<file path="src/rtl/load_access_unit.sv">
// Multi-cycle MEM-stage load path: address check, one bus word read with
// wait states and timeout, lane extraction and sign/zero extension.
module load_access_unit #(
  parameter int ADDR_W = 16,
  parameter logic [ADDR_W-1:0] DM_END = 16'h2fff,
  parameter logic [ADDR_W-1:0] DEV0_BASE = 16'h7f00,
  parameter logic [ADDR_W-1:0] DEV0_END = 16'h7f0b,
  parameter logic [ADDR_W-1:0] DEV1_BASE = 16'h7f10,
  parameter logic [ADDR_W-1:0] DEV1_END = 16'h7f1b,
  parameter logic [ADDR_W-1:0] DEV2_BASE = 16'h7f20,
  parameter logic [ADDR_W-1:0] DEV2_END = 16'h7f23,
  parameter logic [ADDR_W-1:0] WORD_ONLY = 16'h7f00,
  parameter int TIMEOUT = 8
) (
  input  logic              i_clk,
  input  logic              i_reset,
  input  logic              i_flush,
  input  logic              i_req_valid,
  output logic              o_req_ready,
  input  logic [ADDR_W-1:0] i_req_addr,
  input  logic [2:0]        i_req_op,
  input  logic              i_req_ovf,
  output logic              o_bus_rd_req,
  output logic [ADDR_W-1:0] o_bus_addr,
  input  logic              i_bus_rd_ack,
  input  logic [31:0]       i_bus_rdata,
  output logic              o_rsp_valid,
  input  logic              i_rsp_ready,
  output logic [31:0]       o_rsp_data,
  output logic              o_rsp_exc_adel
);

  localparam int CNT_W = $clog2(TIMEOUT + 1);
  localparam logic [CNT_W-1:0] CNT_LAST = CNT_W'(TIMEOUT - 1);

  localparam logic [2:0] OP_LW  = 3'd1;
  localparam logic [2:0] OP_LH  = 3'd2;
  localparam logic [2:0] OP_LHU = 3'd3;
  localparam logic [2:0] OP_LB  = 3'd4;
  localparam logic [2:0] OP_LBU = 3'd5;

  typedef enum logic [1:0] {
    S_IDLE = 2'd0,
    S_WAIT = 2'd1,
    S_RESP = 2'd2
  } state_t;

  state_t r_state;
  state_t w_next;

  logic [2:0]        r_op;
  logic [1:0]        r_lane;
  logic [ADDR_W-3:0] r_waddr;
  logic [CNT_W-1:0]  r_cnt;
  logic [31:0]       r_data;
  logic              r_exc;

  logic        w_op_ok;
  logic        w_accept;
  logic        w_misalign;
  logic        w_in_range;
  logic        w_word_viol;
  logic        w_exc;
  logic        w_timeout;
  logic [15:0] w_half;
  logic [7:0]  w_byte;
  logic [31:0] w_ext;

  assign w_op_ok = (i_req_op >= OP_LW) && (i_req_op <= OP_LBU);
  assign w_accept = i_req_valid & o_req_ready & w_op_ok & ~i_flush;

  assign w_misalign =
    ((i_req_op == OP_LW) && (i_req_addr[1:0] != 2'b00)) ||
    (((i_req_op == OP_LH) || (i_req_op == OP_LHU)) && i_req_addr[0]);

  assign w_in_range =
    (i_req_addr <= DM_END) ||
    ((i_req_addr >= DEV0_BASE) && (i_req_addr <= DEV0_END)) ||
    ((i_req_addr >= DEV1_BASE) && (i_req_addr <= DEV1_END)) ||
    ((i_req_addr >= DEV2_BASE) && (i_req_addr <= DEV2_END));

  assign w_word_viol = (i_req_op != OP_LW) && (i_req_addr >= WORD_ONLY);
  assign w_exc = w_misalign | ~w_in_range | w_word_viol | i_req_ovf;

  // ack in the last wait cycle still wins over the timeout
  assign w_timeout = (r_cnt == CNT_LAST) & ~i_bus_rd_ack;

  always_comb begin
    w_half = r_lane[1] ? i_bus_rdata[31:16] : i_bus_rdata[15:0];
    case (r_lane)
      2'd0:    w_byte = i_bus_rdata[7:0];
      2'd1:    w_byte = i_bus_rdata[15:8];
      2'd2:    w_byte = i_bus_rdata[23:16];
      default: w_byte = i_bus_rdata[31:24];
    endcase
    case (r_op)
      OP_LH:   w_ext = {{16{w_half[15]}}, w_half};
      OP_LHU:  w_ext = {16'h0000, w_half};
      OP_LB:   w_ext = {{24{w_byte[7]}}, w_byte};
      OP_LBU:  w_ext = {24'h000000, w_byte};
      default: w_ext = i_bus_rdata;
    endcase
  end

  always_ff @(posedge i_clk) begin
    if (i_reset) r_state <= S_IDLE;
    else         r_state <= w_next;
  end

  always_comb begin
    w_next = r_state;
    if (i_flush) begin
      w_next = S_IDLE;
    end else begin
      case (r_state)
        S_IDLE: if (w_accept) w_next = w_exc ? S_RESP : S_WAIT;
        S_WAIT: if (i_bus_rd_ack || w_timeout) w_next = S_RESP;
        S_RESP: if (i_rsp_ready) w_next = S_IDLE;
        default: w_next = S_IDLE;
      endcase
    end
  end

  always_ff @(posedge i_clk) begin
    if (i_reset) begin
      r_op    <= 3'd0;
      r_lane  <= 2'd0;
      r_waddr <= '0;
      r_cnt   <= '0;
      r_data  <= 32'd0;
      r_exc   <= 1'b0;
    end else if (!i_flush) begin
      if (r_state == S_IDLE && w_accept) begin
        r_op    <= i_req_op;
        r_lane  <= i_req_addr[1:0];
        r_waddr <= i_req_addr[ADDR_W-1:2];
        r_cnt   <= '0;
        r_data  <= 32'd0;
        r_exc   <= w_exc;
      end else if (r_state == S_WAIT) begin
        if (i_bus_rd_ack) begin
          r_data <= w_ext;
          r_exc  <= 1'b0;
        end else if (w_timeout) begin
          r_data <= 32'd0;
          r_exc  <= 1'b1;
        end else begin
          r_cnt <= r_cnt + CNT_W'(1);
        end
      end
    end
  end

  always_comb begin
    o_req_ready    = (r_state == S_IDLE) & ~i_reset;
    o_bus_rd_req   = (r_state == S_WAIT);
    o_bus_addr     = {r_waddr, 2'b00};
    o_rsp_valid    = (r_state == S_RESP);
    o_rsp_data     = (r_state == S_RESP) ? r_data : 32'd0;
    o_rsp_exc_adel = (r_state == S_RESP) & r_exc;
  end

endmodule

</file>
<file path="config.mk">
export PLATFORM = sky130hd
export DESIGN_NAME = load_access_unit
export DESIGN_NICKNAME = d
export VERILOG_FILES = /design/src/rtl/load_access_unit.sv
export SDC_FILE = /design/constraint.sdc
export NUM_CORES = 1
export LEC_CHECK = 0
export CAP_MARGIN = 20
export CELL_PAD_IN_SITES_DETAIL_PLACEMENT = 1
export CELL_PAD_IN_SITES_GLOBAL_PLACEMENT = 2
export CORE_UTILIZATION = 26
export CTS_CLUSTER_DIAMETER = 150
export DETAILED_ROUTE_END_ITERATION = 8
export PLACE_DENSITY = 0.9
export SKIP_LAST_GASP = 1
export SLEW_MARGIN = 20
export SYNTH_ARGS = -nofsm -noshare
export SYNTH_HDL_FRONTEND = slang
export SYNTH_SLANG_ARGS = --single-unit
</file>
<file path="constraint.sdc">
create_clock -name i_clk -period 2.12 [get_ports i_clk]
set_clock_uncertainty 0.05 [all_clocks]
set_input_delay 0.53 -clock i_clk [delete_from_list [all_inputs] [get_ports i_clk]]
set_output_delay 0.53 -clock i_clk [all_outputs]
set_load 0.02 [all_outputs]
</file>
# Word-level counts from Yosys, hierarchy flattened
# Index checks and enable logic that the tools add are counted.
[totals] regBits=58 in_bits=58 romBits=0 ramBits=0 latch_bits=0 mem_count=0
[classes] eq_ne=18 shift=0 bitwise=13 addsub=1 div=0 order_cmp=9 mul=0 muxes=21 reduce_logical=24
[ops] cell="32-bit two-way mux" n=5
[ops] cell="32-bit one-hot mux with 4 select lines" n=1
[ops] cell="16-bit by 15-bit >= comparator with 1-bit output, second input constant" n=3
[ops] cell="16-bit by 15-bit less-or-equal comparator with 1-bit output, second input constant" n=3
[ops] cell="8-bit one-hot mux with 3 select lines" n=1
[ops] cell="16-bit by 14-bit less-or-equal comparator with 1-bit output, second input constant" n=1
[ops] cell="16-bit two-way mux" n=1
[ops] cell="4-bit two-way mux" n=4
[ops] cell="3-bit by 2-bit equality test with 1-bit output, second input constant" n=4
[ops] cell="1-bit logical AND" n=8
[ops] cell="2-bit two-way mux" n=4
[ops] cell="2-bit by 1-bit != test with 1-bit output, second input constant" n=4
[ops] cell="1-bit bitwise AND" n=6
[ops] cell="3-bit equality test, second input constant" n=2
[ops] cell="1-bit logical OR" n=6
[ops] cell="2-bit one-hot mux with 3 select lines" n=1
[ops] cell="3-bit AND reduction" n=2
[ops] cell="4-bit by 1-bit adder with 4-bit output, second input constant" n=1
[ops] cell="2-bit by 1-bit equality test with 1-bit output, second input constant" n=2
[ops] cell="2-bit equality test, second input constant" n=2
[ops] cell="4-bit by 3-bit equality test with 1-bit output, second input constant" n=1
[ops] cell="2-bit zero test" n=2
[ops] cell="1-bit two-way mux" n=4
[ops] cell="1-bit NOT" n=4
[ops] cell="other kinds (11)" n=14

# Logic depth before layout (Yosys ltp)
[depth] word_depth=12 mapped_depth=7

# Worst setup path before layout
# No wires, ideal clock.
[synth_timing] path_kind="register to output" start="register r_state[1]" end="output port o_rsp_data[22]" n_path_buf=1 arrival_ns=1.419 stages_incl_launch_ff=4 path_slack_ns=0.121 path_cell_list="dfxtp_1 nor2b_1 clkbuf_1 and2_1"
[synth_via] elab_chain_len=2
[synth_rtl] element="start, declared" line="48" rtl="state_t r_state;"
[synth_rtl] element="start signal, assigned" line="107" rtl="else r_state <= w_next;"
[synth_rtl] element="2-bit equality test"
[synth_rtl] element="via o_rsp_valid" line="27" rtl="output logic o_rsp_valid,"
[synth_rtl] element="32-bit two-way mux" line="159" rtl="o_rsp_data = (r_state == S_RESP) ? r_data : 32'd0;"
[synth_rtl] element="end, declared" line="29" rtl="output logic [31:0] o_rsp_data,"
# The timed path passes the listed nets, and every way through them passes these cells.

# Final worst setup path
[layout_timing] start="register r_state[1]" end="output port o_rsp_data[28]"
[layout_via] elab_chain_len=2
[layout_rtl] element="2-bit equality test" line="159"
[layout_rtl] element="32-bit two-way mux" line="159"
# No other way between the ends.

==> results.sh <==
export IMPL_run_status="finished clean"
export IMPL_antenna_left=0
export IMPL_r2r_cells=4
export IMPL_gr_usage_all_layers_pct=19.3
export IMPL_initial_utilization_pct=26.9
export IMPL_clkPwrFrac_pct=45.7
export IMPL_clkTransAtPathRegs_ns=0.05
export IMPL_syn_cell_area_um2=3240
export IMPL_via_count=3458
export IMPL_ys_types=54
export IMPL_clock_root_buffer="clkbuf_16"
export IMPL_synthTopCellsByCount="58 x dfxtp_1, 49 x nor2_1, 37 x o21ai_0"
export IMPL_p_sw_share_pct=25.8
export IMPL_power_switching_uw=757
export IMPL_grt_ovfl_total=0
export IMPL_avgSynthCellArea_um2=8.83
export IMPL_syn_to_final_growth_pct=55.9
export IMPL_total_leakage_power_uw=0.00212
export IMPL_cts_sinks=58
export IMPL_ios=110
export IMPL_synth_async_reset_ratio_pct=0
export IMPL_grt_pass1_vias=3831
export IMPL_antennaDiodeCount=0
export IMPL_peakVddDrop_v=0.000346
export IMPL_die_w_um=114
export IMPL_nets=572
export IMPL_synthMostInstantiatedCell="dfxtp_1"
export IMPL_drtIter0Drc=147
export IMPL_syn_inst=367
export IMPL_wl_per_cell_um=17.6
export IMPL_insertion_delay_ns=0.33
export IMPL_min_path_cells=1
export IMPL_antenna_found_initial=0
export IMPL_internal_power_uw=2170
export IMPL_grt_max_degree=33
export IMPL_synth_top_area_share_pct=35.8
export IMPL_h_tree_depth=3
export IMPL_stdcell_count=686
export IMPL_dp_slack_ns=-0.326
export IMPL_seqCellArea_um2=1160
export IMPL_vias_per_cell=5.04
export IMPL_synth_seq_cells=58
export IMPL_placed_cells=668
export IMPL_required_ns=1.54
export IMPL_drive_above_1_share_pct=21.2
export IMPL_gp_congestion=0.853
export IMPL_final_area_um2=5050
export IMPL_numCtsBuffers=9
export IMPL_drv_slew=0
export IMPL_critPathCaptureType="output pin"
export IMPL_multi_input_area_um2=1890
export IMPL_worstMarginPinSlew_ns=0.576
export IMPL_post_dp_hpwl_mm=8.96
export IMPL_synth_area_leaders="dfxtp_1 36%, and2_1 6.8%, o21ai_0 5.7%"
export IMPL_clock_path_buffers=2
export IMPL_cts_tree="built"
export IMPL_wl_mm=12.0
export IMPL_arrival_ns=1.46
export IMPL_setup_tns_ns=0
export IMPL_synth_ff_type="dfxtp_1"
export IMPL_synth_warnings=0
export IMPL_n_fill_cell=1413
export IMPL_fin_ws_ns=0.0783
export IMPL_critPathKind="reg2out"
export IMPL_setup_viol=0
export IMPL_dr_pass1_iters=4
export IMPL_grt_first_pass_wirelength_mm=19.2
export IMPL_p_per_area_nw_per_um2=580
export IMPL_dieArea_um2=12900
export IMPL_maxClockFrequency_mhz=490
export IMPL_slew_headroom_pct=61.5
export IMPL_max_cap_violations=0
export IMPL_period_minus_slack_ns=2.04
export IMPL_hold_class="reg2reg"
export IMPL_seqPwrFrac_pct=38.0
export IMPL_rsz0062_at_grt="yes"
export IMPL_ctsHoldBuffers=0
export IMPL_drc=0
export IMPL_fp_row_count=40
export IMPL_coreArea_um2=12100
export IMPL_yosys_area_top_type="dfxtp_1"
export IMPL_io_buffers=107
export IMPL_crit_fanout=16
export IMPL_combinationalPowerShare_pct=16.3
export IMPL_synth_edf_count=0
export IMPL_period_share_pct=96.3
export IMPL_placed_cell_area_um2=4770
export IMPL_yosysSeqAreaShare_pct=35.8
export IMPL_fp_dieH_um=114
export IMPL_startpoint_type="register"
export IMPL_finalHoldViolCount=0
[final timing paths]
| path | startpoint | end | slack, ns |
|---|---|---|---|
| worst min-delay path | r_data[19] | r_data[19] | 0.41 |
| worst max-delay path | r_state[1] | o_rsp_data[28] | 0.08 |
| worst min register to register | r_data[19] | r_data[19] | 0.41 |
| worst max register to register | r_op[2] | r_data[4] | 0.29 |
[cell usage in the layout (no fill, tap or decap), types with 2 or more instances in the layout]
| master | n |
|---|---|
| nand3_1 | 9 |
| xor2_1 | 2 |
| dlygate4sd2_1 | 4 |
| dfxtp_1 | 58 |
| clkdlybuf4s15_2 | 11 |
| nand2_1 | 16 |
| mux2i_1 | 18 |
| clkinvlp_4 | 2 |
| inv_1 | 11 |
| mux2_4 | 2 |
| nor2b_1 | 4 |
| clkinv_2 | 3 |
| buf_4 | 50 |
| o2bb2ai_1 | 16 |
| o22a_1 | 8 |
| nand4_1 | 2 |
| mux4_2 | 7 |
| nor2_1 | 49 |
| a21oi_1 | 5 |
| a22o_1 | 9 |
| clkdlybuf4s50_1 | 70 |
| clkbuf_16 | 9 |
| a211o_1 | 7 |
| and3_1 | 2 |
| a31oi_1 | 2 |
| buf_6 | 2 |
| clkbuf_2 | 8 |
| clkdlybuf4s15_1 | 13 |
| o21ai_0 | 36 |
| conb_1 | 2 |
| and2_1 | 35 |
| nand2b_1 | 5 |
| a32o_1 | 7 |
[worst max-delay path: stages, from the launching register on]
cell	delay, ns
dfxtp_1	0.33
nor2b_4	0.19
buf_6	0.17
and2_1	0.13
clkdlybuf4s15_1	0.31
[power groups by stage]
| stage | logic [uW] | clock network (uW) | registers, uW |
|---|---|---|---|
| 2_1_floorplan | 193 | 0 | 1140 |
| 3_3_place_gp | 457 | 0 | 1140 |
| 3_5_place_dp | 469 | 0 | 1140 |
| 4_1_cts | 472 | 1380 | 1110 |
| 5_1_grt | 511 | 1430 | 1120 |
| 6_report | 477 | 1340 | 1110 |
[kinds of logic after synthesis]
| family | after synthesis | share of synthesized area (%) |
|---|---|---|
| mux | 28 | 11.8 |
| buf+inv | 39 | 6.30 |
| other cells | 1 | 0.116 |
| xor+xnor | 2 | 0.541 |
| flops | 58 | 35.8 |
| compound gates | 104 | 23.4 |
| fa+ha+maj | 1 | 0.386 |
| simple gates | 134 | 21.7 |
[area by class of cell]
| cell class | count | share of cell area, % |
|---|---|---|
| clock buffers | 11 | 4.81 |
| clock inverters | 5 | 0.595 |
| inverters | 12 | 0.892 |
| multi-input cells | 271 | 37.3 |
| flip-flops and latches | 58 | 23.0 |
| well taps | 168 | 4.16 |
| repair buffers | 161 | 29.2 |
[repair_timing]
item | 4_1_cts | 5_1_grt
gates resized for setup | 77 | 17
endpoints found under the setup margin | 36 | 43
pin swaps | 0 | 2
setup buffers | 0 | 2
hold endpoints to repair | 0 | 0
[metal layers]
metal  track usage, %  routed length (um)  vias to the layer above
met5                0                   0                        -
met4             9.65                 338                        0
met3             6.16                 993                       27
met2             33.7                5860                      137
met1             21.0                4860                     1682
li1                 -                   -                     1612
[stage by stage]
step / hold slack [ns] / total power (uW) / util (%)
after floorplan: 0.374 / 1340 / -
after global placement: 0.392 / 1590 / 39.6
after detailed placement: 0.395 / 1610 / 39.6
after CTS: 0.411 / 2960 / 41.9
after global routing: 0.431 / 3060 / 41.9
final: 0.406 / 2930 / 41.9
[sequential cells by signal, summed over array words and instances (netlist names)]
signal	flops
r_state	2
r_exc	1
r_waddr	14
r_data	32
r_op	3
r_cnt	4
r_lane	2
Power figures use the tool's default switching activity.
